**src/rtl/ro_sel_mux.sv**
```systemverilog
// ro_sel_mux: N-to-1 ring-oscillator selector with registered select and blanking window.
// Optional clk-domain synchroniser on the gated output is enabled by defining RO_SEL_SYNC_EN.
module ro_sel_mux #(
    parameter int N_IN          = 16,
    parameter int SEL_W         = 4,
    parameter int SETTLE_CYCLES = 8,
    parameter int CNT_W         = 4
) (
    input  logic             clk,
    input  logic             rst,
    input  logic [N_IN-1:0]  ro_in,
    input  logic [SEL_W-1:0] sel_in,
    input  logic             sel_valid,
    output logic             sel_ready,
    input  logic             ro_dis,
    output logic             sel_err,
    output logic [SEL_W-1:0] cur_sel,
    output logic             ro_live,
    output logic             ro_out,
    output logic             ro_sync
);

    typedef enum logic [1:0] {IDLE, BLANK, LIVE} state_t;

    state_t           state, state_nxt;
    logic [CNT_W-1:0] cnt;
    logic             gate;
    logic             ro_mux;
    logic             in_range;
    logic             req;
    logic             accept;
    logic             reject;

    assign in_range = 32'(sel_in) < N_IN;
    assign req      = sel_valid & sel_ready & ~ro_dis;
    assign accept   = req & in_range;
    assign reject   = req & ~in_range;

    // state register
    always_ff @(posedge clk or posedge rst) begin
        if (rst) state <= IDLE;
        else     state <= state_nxt;
    end

    // next state: release beats a new request; settle ends when the count reaches 1
    always_comb begin
        state_nxt = ro_dis ? IDLE :
                    accept ? BLANK :
                    (state == BLANK && cnt == CNT_W'(1)) ? LIVE : state;
    end

    // state-derived outputs
    always_comb begin
        sel_ready = state != BLANK;
        ro_live   = state == LIVE;
    end

    // select, settle counter, gate and error pulse; gate opens together with LIVE
    always_ff @(posedge clk or posedge rst) begin
        if (rst) begin
            cur_sel <= '0;
            cnt     <= '0;
            gate    <= 1'b0;
            sel_err <= 1'b0;
        end else begin
            cur_sel <= accept ? sel_in : cur_sel;
            cnt     <= ro_dis ? '0 : accept ? CNT_W'(SETTLE_CYCLES) :
                       (state == BLANK) ? cnt - CNT_W'(1) : cnt;
            gate    <= state_nxt == LIVE;
            sel_err <= reject;
        end
    end

    // mux decode limited to real channels; unused select codes give 0
    always_comb begin
        ro_mux = 1'b0;
        for (int i = 0; i < N_IN; i++)
            if (cur_sel == SEL_W'(i)) ro_mux = ro_in[i];
    end

    assign ro_out = ro_mux & gate;

`ifdef RO_SEL_SYNC_EN
    logic [1:0] sync_q;

    // two-flop synchroniser bringing the gated RO into the clk domain
    always_ff @(posedge clk or posedge rst) begin
        if (rst) sync_q <= '0;
        else     sync_q <= {sync_q[0], ro_out};
    end

    assign ro_sync = sync_q[1];
`else
    assign ro_sync = 1'b0;
`endif

endmodule

```
**config.mk**
```make
export PLATFORM = sky130hd
export DESIGN_NAME = ro_sel_mux
export DESIGN_NICKNAME = d
export VERILOG_FILES = /design/src/rtl/ro_sel_mux.sv
export SDC_FILE = /design/constraint.sdc
export NUM_CORES = 1
export LEC_CHECK = 0
export CAP_MARGIN = 20
export CORE_ASPECT_RATIO = 0.8
export CORE_MARGIN = 2
export CORE_UTILIZATION = 43
export CTS_CLUSTER_SIZE = 16
export DETAILED_ROUTE_END_ITERATION = 8
export GPL_TIMING_DRIVEN = 0
export HOLD_SLACK_MARGIN = 0.02
export PLACE_DENSITY_LB_ADDON = 0.25
export SYNTH_ARGS = -nofsm -noshare
export SYNTH_HDL_FRONTEND = slang
export SYNTH_SLANG_ARGS = --single-unit
```
**constraint.sdc**
```tcl
create_clock -name clk -period 4.5 [get_ports clk]
set_input_delay 0.9 -clock clk [delete_from_list [all_inputs] [get_ports clk]]
set_output_delay 0.9 -clock clk [all_outputs]
set_load 0.01 [all_outputs]
```
==> flow_metrics.tcl <==
set metrics [dict create \
    cts.htree.levels 1 \
    cp-start-kind "primary input" \
    vias 650 \
    drt_iter0_drc 21 \
    netlist.area_leader.share_pct 38.4 \
    synth_common_cells "nor2_1, dfrtp_1, mux2_2" \
    grt_overflow 0 \
    yosys.area.top_type "dfrtp_1" \
    avgSynthCellArea_um2 9.96 \
    antenna_found_initial 0 \
    drive_gt1_share_pct 13.2 \
    multi_input_area_um2 382 \
    gr-usage-all-layers_pct 17.3 \
    clk_path_buf_depth 2 \
    ant_nets 0 \
    swShare_pct 29.9 \
    max_slew_margin_pct 64.2 \
    crit_fanout 1 \
    routed_wirelength_mm 1.65 \
    design_area_um2 1060 \
    fp-row-count 13 \
    async_reset_ff_share_pct 100 \
    core-area_um2 1590 \
    synth_seq_cells 11 \
    crit_type "primary input to output pin" \
    hpwl_mm 1.37 \
    finalWeightedCongestion 0.848 \
    max_cap_viol_count 0 \
    grt_pass1_wl_mm 2.48 \
    drt_pass1_iterations 4 \
    synth-seq-area-share_pct 38.4 \
    die_w_um 49.7 \
    fmax_mhz 277 \
    grt_max_degree 12 \
    hp-class "flip-flop to flip-flop" \
    cts_buffers 3 \
    clk_pin_slew_ps 70 \
    finalClockSkew_ps 0.809 \
    synth_flop_cell "dfrtp_1" \
    cp_num_buf_inv 2 \
    initial_utilization_pct 45.0 \
    synthesis.area_um2 717 \
    crit_path_cell_trace "clkdlybuf4s50_1 > mux4_1 > mux2_2 > nand3b_1 > o211ai_1 > clkdlybuf4s50_1" \
    seqPwrFrac_pct 38.2 \
    p_int_uw 226 \
    clk_latency_ps 270 \
    worst_ep_arrival_time_ps 2710 \
    ys_types 29 \
    finalMaxSlewViolations 0 \
    combPwrFrac_pct 41.2 \
    ff_latch_area_um2 275 \
    p_leak_nw 0.443 \
    ctsHoldBuffers 0 \
    hold_violations 0 \
    worst_pin_slew_ps 530 \
    fill_cells 154 \
    cts_setup_buffers 0 \
    cpMostUsedCell "clkdlybuf4s50_1" \
    synth_cells 72 \
    dieArea_um2 2010 \
    route.detailed.drc 0 \
    power_density_nw_per_um2 303 \
    synth_edf_count 0 \
    clockPowerShare_pct 20.6 \
    rsz0062_at_grt "no" \
    tritoncts "built" \
    cp_data_required_time_ps 3600 \
    final.min_clock_period_ps 3610 \
    crit_slowest_cell "mux4_1" \
    antenna_cells 0 \
    grt_pass1_vias 552 \
    crit_family "buffers and inverters" \
    cts_root_buffer "clkbuf_4" \
    max-vdd-ir-drop_mv 0.217 \
    port_buffers 29 \
    synth_warnings 0 \
    post_dp_cell_area_um2 1040 \
    viasPerCell 5.08 \
    avgRoutedWirePerCell_um 12.9 \
    clock_sinks 11 \
    status "finished clean" \
    ios 33 \
    cts.repair.resized 0 \
    cp-end-kind "output pin" \
    setup_viol 0 \
    period_share_pct 80.2 \
    dieHeight_um 40.5 \
    synth_area_leaders "dfrtp_1, mux2_2, mux4_1" \
    final_nets 133 \
    area_growth_pct 48.5 \
    setup_tns_ps 0 \
    slowest_delay_ps 500 \
    p_switching_uw 96.5 \
    yosysMostFrequentCell "nor2_1" \
]
==> cells in the final DEF (no fill, tap or decap) <==
master            n
clkbuf_1          3
inv_2             1
nand2_1           2
a311oi_1          1
and2b_1           1
dfrtp_1          11
mux2_2            5
nor2b_1           1
nor3_1            1
nor4b_1           2
a31oi_1           2
nand3b_1          3
a211oi_1          2
buf_4             2
nand3_1           1
ha_1              2
o211ai_1          1
buf_6             2
a21oi_1           2
clkbuf_4          3
o21ba_2           1
nor2_1           12
nand2b_1          2
mux4_1            2
o22ai_1           1
inv_1             4
xnor2_1           1
mux2i_1           2
nand4_1           2
clkdlybuf4s50_1  29
conb_1            2
==> logic make-up (layout without fill, tap and decap cells) <==
logic type / Yosys count / after routing / synth area share, %
simple gates: 27 / 27 / 19.7
mux: 9 / 9 / 18.0
fa+ha+maj: 2 / 2 / 3.49
flops: 11 / 11 / 38.4
compound gates: 10 / 10 / 9.77
buf+inv: 11 / 44 / 8.90
other cells: 1 / 2 / 0.523
xor+xnor: 1 / 1 / 1.22
==> registers in the layout, indices dropped and copies added, names as in the netlist <==
signal / flops
cnt: 4
cur_sel: 4
state: 2
gate: 1
==> power groups by stage <==
| stage | clock network (mW) | logic [mW] | registers (mW) |
|---|---|---|---|
| finish | 0.0663 | 0.133 | 0.123 |
| global route | 0.0726 | 0.145 | 0.125 |
| CTS | 0.0684 | 0.133 | 0.123 |
| detailed placement | 0 | 0.133 | 0.125 |
| global placement | 0 | 0.130 | 0.124 |
| floorplan | 0 | 0.0773 | 0.128 |
==> final cells by class <==
| cell class | instances | area share (%) |
|---|---|---|
| well taps | 22 | 2.59 |
| multi-input cells | 51 | 35.8 |
| inverters | 5 | 1.76 |
| flip-flops and latches | 11 | 25.9 |
| repair buffers | 29 | 27.3 |
| clock buffers | 4 | 2.47 |
| plain buffers | 6 | 4.23 |
==> worst paths after layout <==
path	startpoint	endpoint	slack (ps)	cells past startpoint
min in group asynchronous	rst	cur_sel[1]	910	2
setup reg to reg	state[1]	state[1]	2810	5
setup / recovery	ro_in[2]	ro_out	890	6
hold reg to reg	cnt[3]	cnt[3]	490	1
hold / removal	cnt[3]	cnt[3]	490	1
max in group asynchronous	rst	state[0]	3310	2
==> through the flow <==
step | std cells | worst slack [ps] | util, % | hold WS, ps | total power [mW]
after detailed placement | 124 | 886 | 65.1 | 480 | 0.258
after global placement | 124 | 891 | 65.1 | 479 | 0.254
final | 128 | 892 | 66.8 | 487 | 0.322
after global routing | 128 | 820 | 66.8 | 525 | 0.343
after CTS | 128 | 882 | 66.8 | 490 | 0.325
after floorplan | 73 | 1770 | - | 448 | 0.205
==> worst reg2reg max path, stage by stage (launching register included) <==
cell and delay [ps]:
dfrtp_1 390, and2b_1 270, inv_2 110, nor4b_1 480, nor2_1 90, a211oi_1 250
==> metal layers <==
metal | track usage, % | vias up | part of all wire (%)
met5 | 0 | - | 0
met4 | 4.17 | 0 | 0
met3 | 7.09 | 0 | 6.0
met2 | 33.0 | 20 | 51
met1 | 18.5 | 311 | 43
li1 | - | 319 | -
Power figures use the tool's default switching activity.
==> patch, RTL diff (config.mk and constraints unchanged) <==
`SEL_W`: 4 -> 5.
--- a/src/rtl/ro_sel_mux.sv
+++ b/src/rtl/ro_sel_mux.sv
@@ -4,3 +4,3 @@
     parameter int N_IN          = 16,
-    parameter int SEL_W         = 4,
+    parameter int SEL_W         = 5,
     parameter int SETTLE_CYCLES = 8,
Interface: changed (resized cur_sel and sel_in); port bits go from 33 to 35. No check against the original RTL was run, so the function may have changed too.
==> patch against the unedited design <==
Sequential power rose by 20%. Worst hold slack improved by 68 ps. Sequential share of layout area rose by 1.5 points. Register-to-register slack improved by 40 ps. Cell area rose by 12%. Maximum frequency rose by 2.8%. Total power rose by 9.0%. Sequential cell count rose by 2. Global-route usage rose by 1.3 points. Highest routed layer is now met4. Critical path depth did not move. Setup slack improved by 99 ps. Routed wire length rose by 8.2%. Synthesized area rose by 13%.
==> patch: results (changes against the unedited design) <==
crit_start: "ro_in[5]"  # was ro_in[2]
io_buffer_count: 32  # was 29
fin_skew_ps: 4.236  # was 0.8086 ps
cpPeakStageDelay_ps: 570  # was 500 ps
grt_pass1_wl_mm: 2.967  # was 2.484 mm
wl_mm: 1.789  # was 1.653 mm
dr.first_iter.drc_count: 8  # was 21
fillCellCount: 160  # was 154
switching_share_pct: 31.72  # was 29.95%
synthAdderAreaFrac_pct: 3.082  # was 3.490%
r2r-end: "cur_sel[2]"  # was state[1]
grt_usage_pct: 18.53  # was 17.27%
r2r-start: "state[0]"  # was state[1]
grt_pass1_vias: 686  # was 552
status: "completed"  # unchanged
routabilityCongestion: 0.7412  # was 0.8479
synthTopCellsByArea: "dfrtp_1 40%, mux2i_1 8.6%, nor2b_1 5.4%, ha_1 3.1%, nor4b_4 2.9%"  # was dfrtp_1 38%, mux2_2 7.9%, mux4_1 7.3%, nor2_1 6.3%, ha_1 3.5%
seq_power_share_pct: 41.8  # was 38.2%
dp_hpwl_mm: 1.421  # was 1.374 mm
ir_drop_mv: 0.2305  # was 0.2173 mV
synth_common_cells: "13 x dfrtp_1, 7 x mux2i_1, 7 x nor2b_1"  # was 12 x nor2_1, 11 x dfrtp_1, 5 x mux2_2
grt_start_max_net_pins: 14  # was 12
synth_xor_area_share_pct: 3.236  # was 1.222%
p_leak_nw: 0.4996  # was 0.4431 nW
reg_top3: "cur_sel (5), cnt (4), state (2)"  # was cnt (4), cur_sel (4), state (2)
layout.nets: 143  # was 133
rrSetupSlack_ps: 2850  # was 2810 ps
==> patch: cell types whose count changed after synthesis, moves of 3 or more <==
| cell | before | now |
|---|---|---|
| o21ai_0 | 0 | 4 |
| nor3_1 | 1 | 4 |
| nand3b_1 | 3 | 0 |
| nor2_1 | 12 | 3 |
| mux2_2 | 5 | 2 |
| nor2b_1 | 1 | 7 |
| mux2i_1 | 2 | 7 |
==> patch: layout make-up <==
| class | instances | area share, % |
|---|---|---|
| multi-input combinational | 54 | 35.37 |
| buffer | 6 | 3.684 |
| timing repair buffer | 32 | 26.95 |
| tap | 24 | 2.526 |
| sequential | 13 | 27.37 |
| clock buffer | 4 | 2.211 |
| inverter | 6 | 1.895 |
==> patch: metrics by stage <==
stage | worst slack [ps] | util (%) | std cells
3_5_place_dp | 989.4 | 63.80 | 135
4_1_cts | 994.4 | 65.25 | 139
5_1_grt | 884.6 | 65.25 | 139
6_report | 990.4 | 65.25 | 139
2_1_floorplan | 2020 | - | 79
3_3_place_gp | 1087 | 63.80 | 135
==> patch: worst min path at each step <==
stage,from,end,slack (ps),cells after the start
finish,cur_sel[4],cur_sel[4],550,1
global placement,cur_sel[4],cur_sel[4],540,1
global route,cur_sel[4],cur_sel[4],610,1
CTS,cur_sel[4],cur_sel[4],570,1
floorplan,cnt[3],cnt[3],550,2
detailed placement,cur_sel[4],cur_sel[4],550,1
==> patch: worst max-delay path, delay by kind of cell <==
kind                   cells  cell delay (ps)
buffers and inverters      2             1020
AOI/OAI and AO/OA          3              630
muxes                      1               60
==> patch: per-layer routing <==
layer	track usage [%]	wire, um	vias up
li1	-	-	350
met1	23.11	786	328
met2	28.25	866	20
met3	7.042	94	8
met4	8.205	42	0
met5	0	0	-
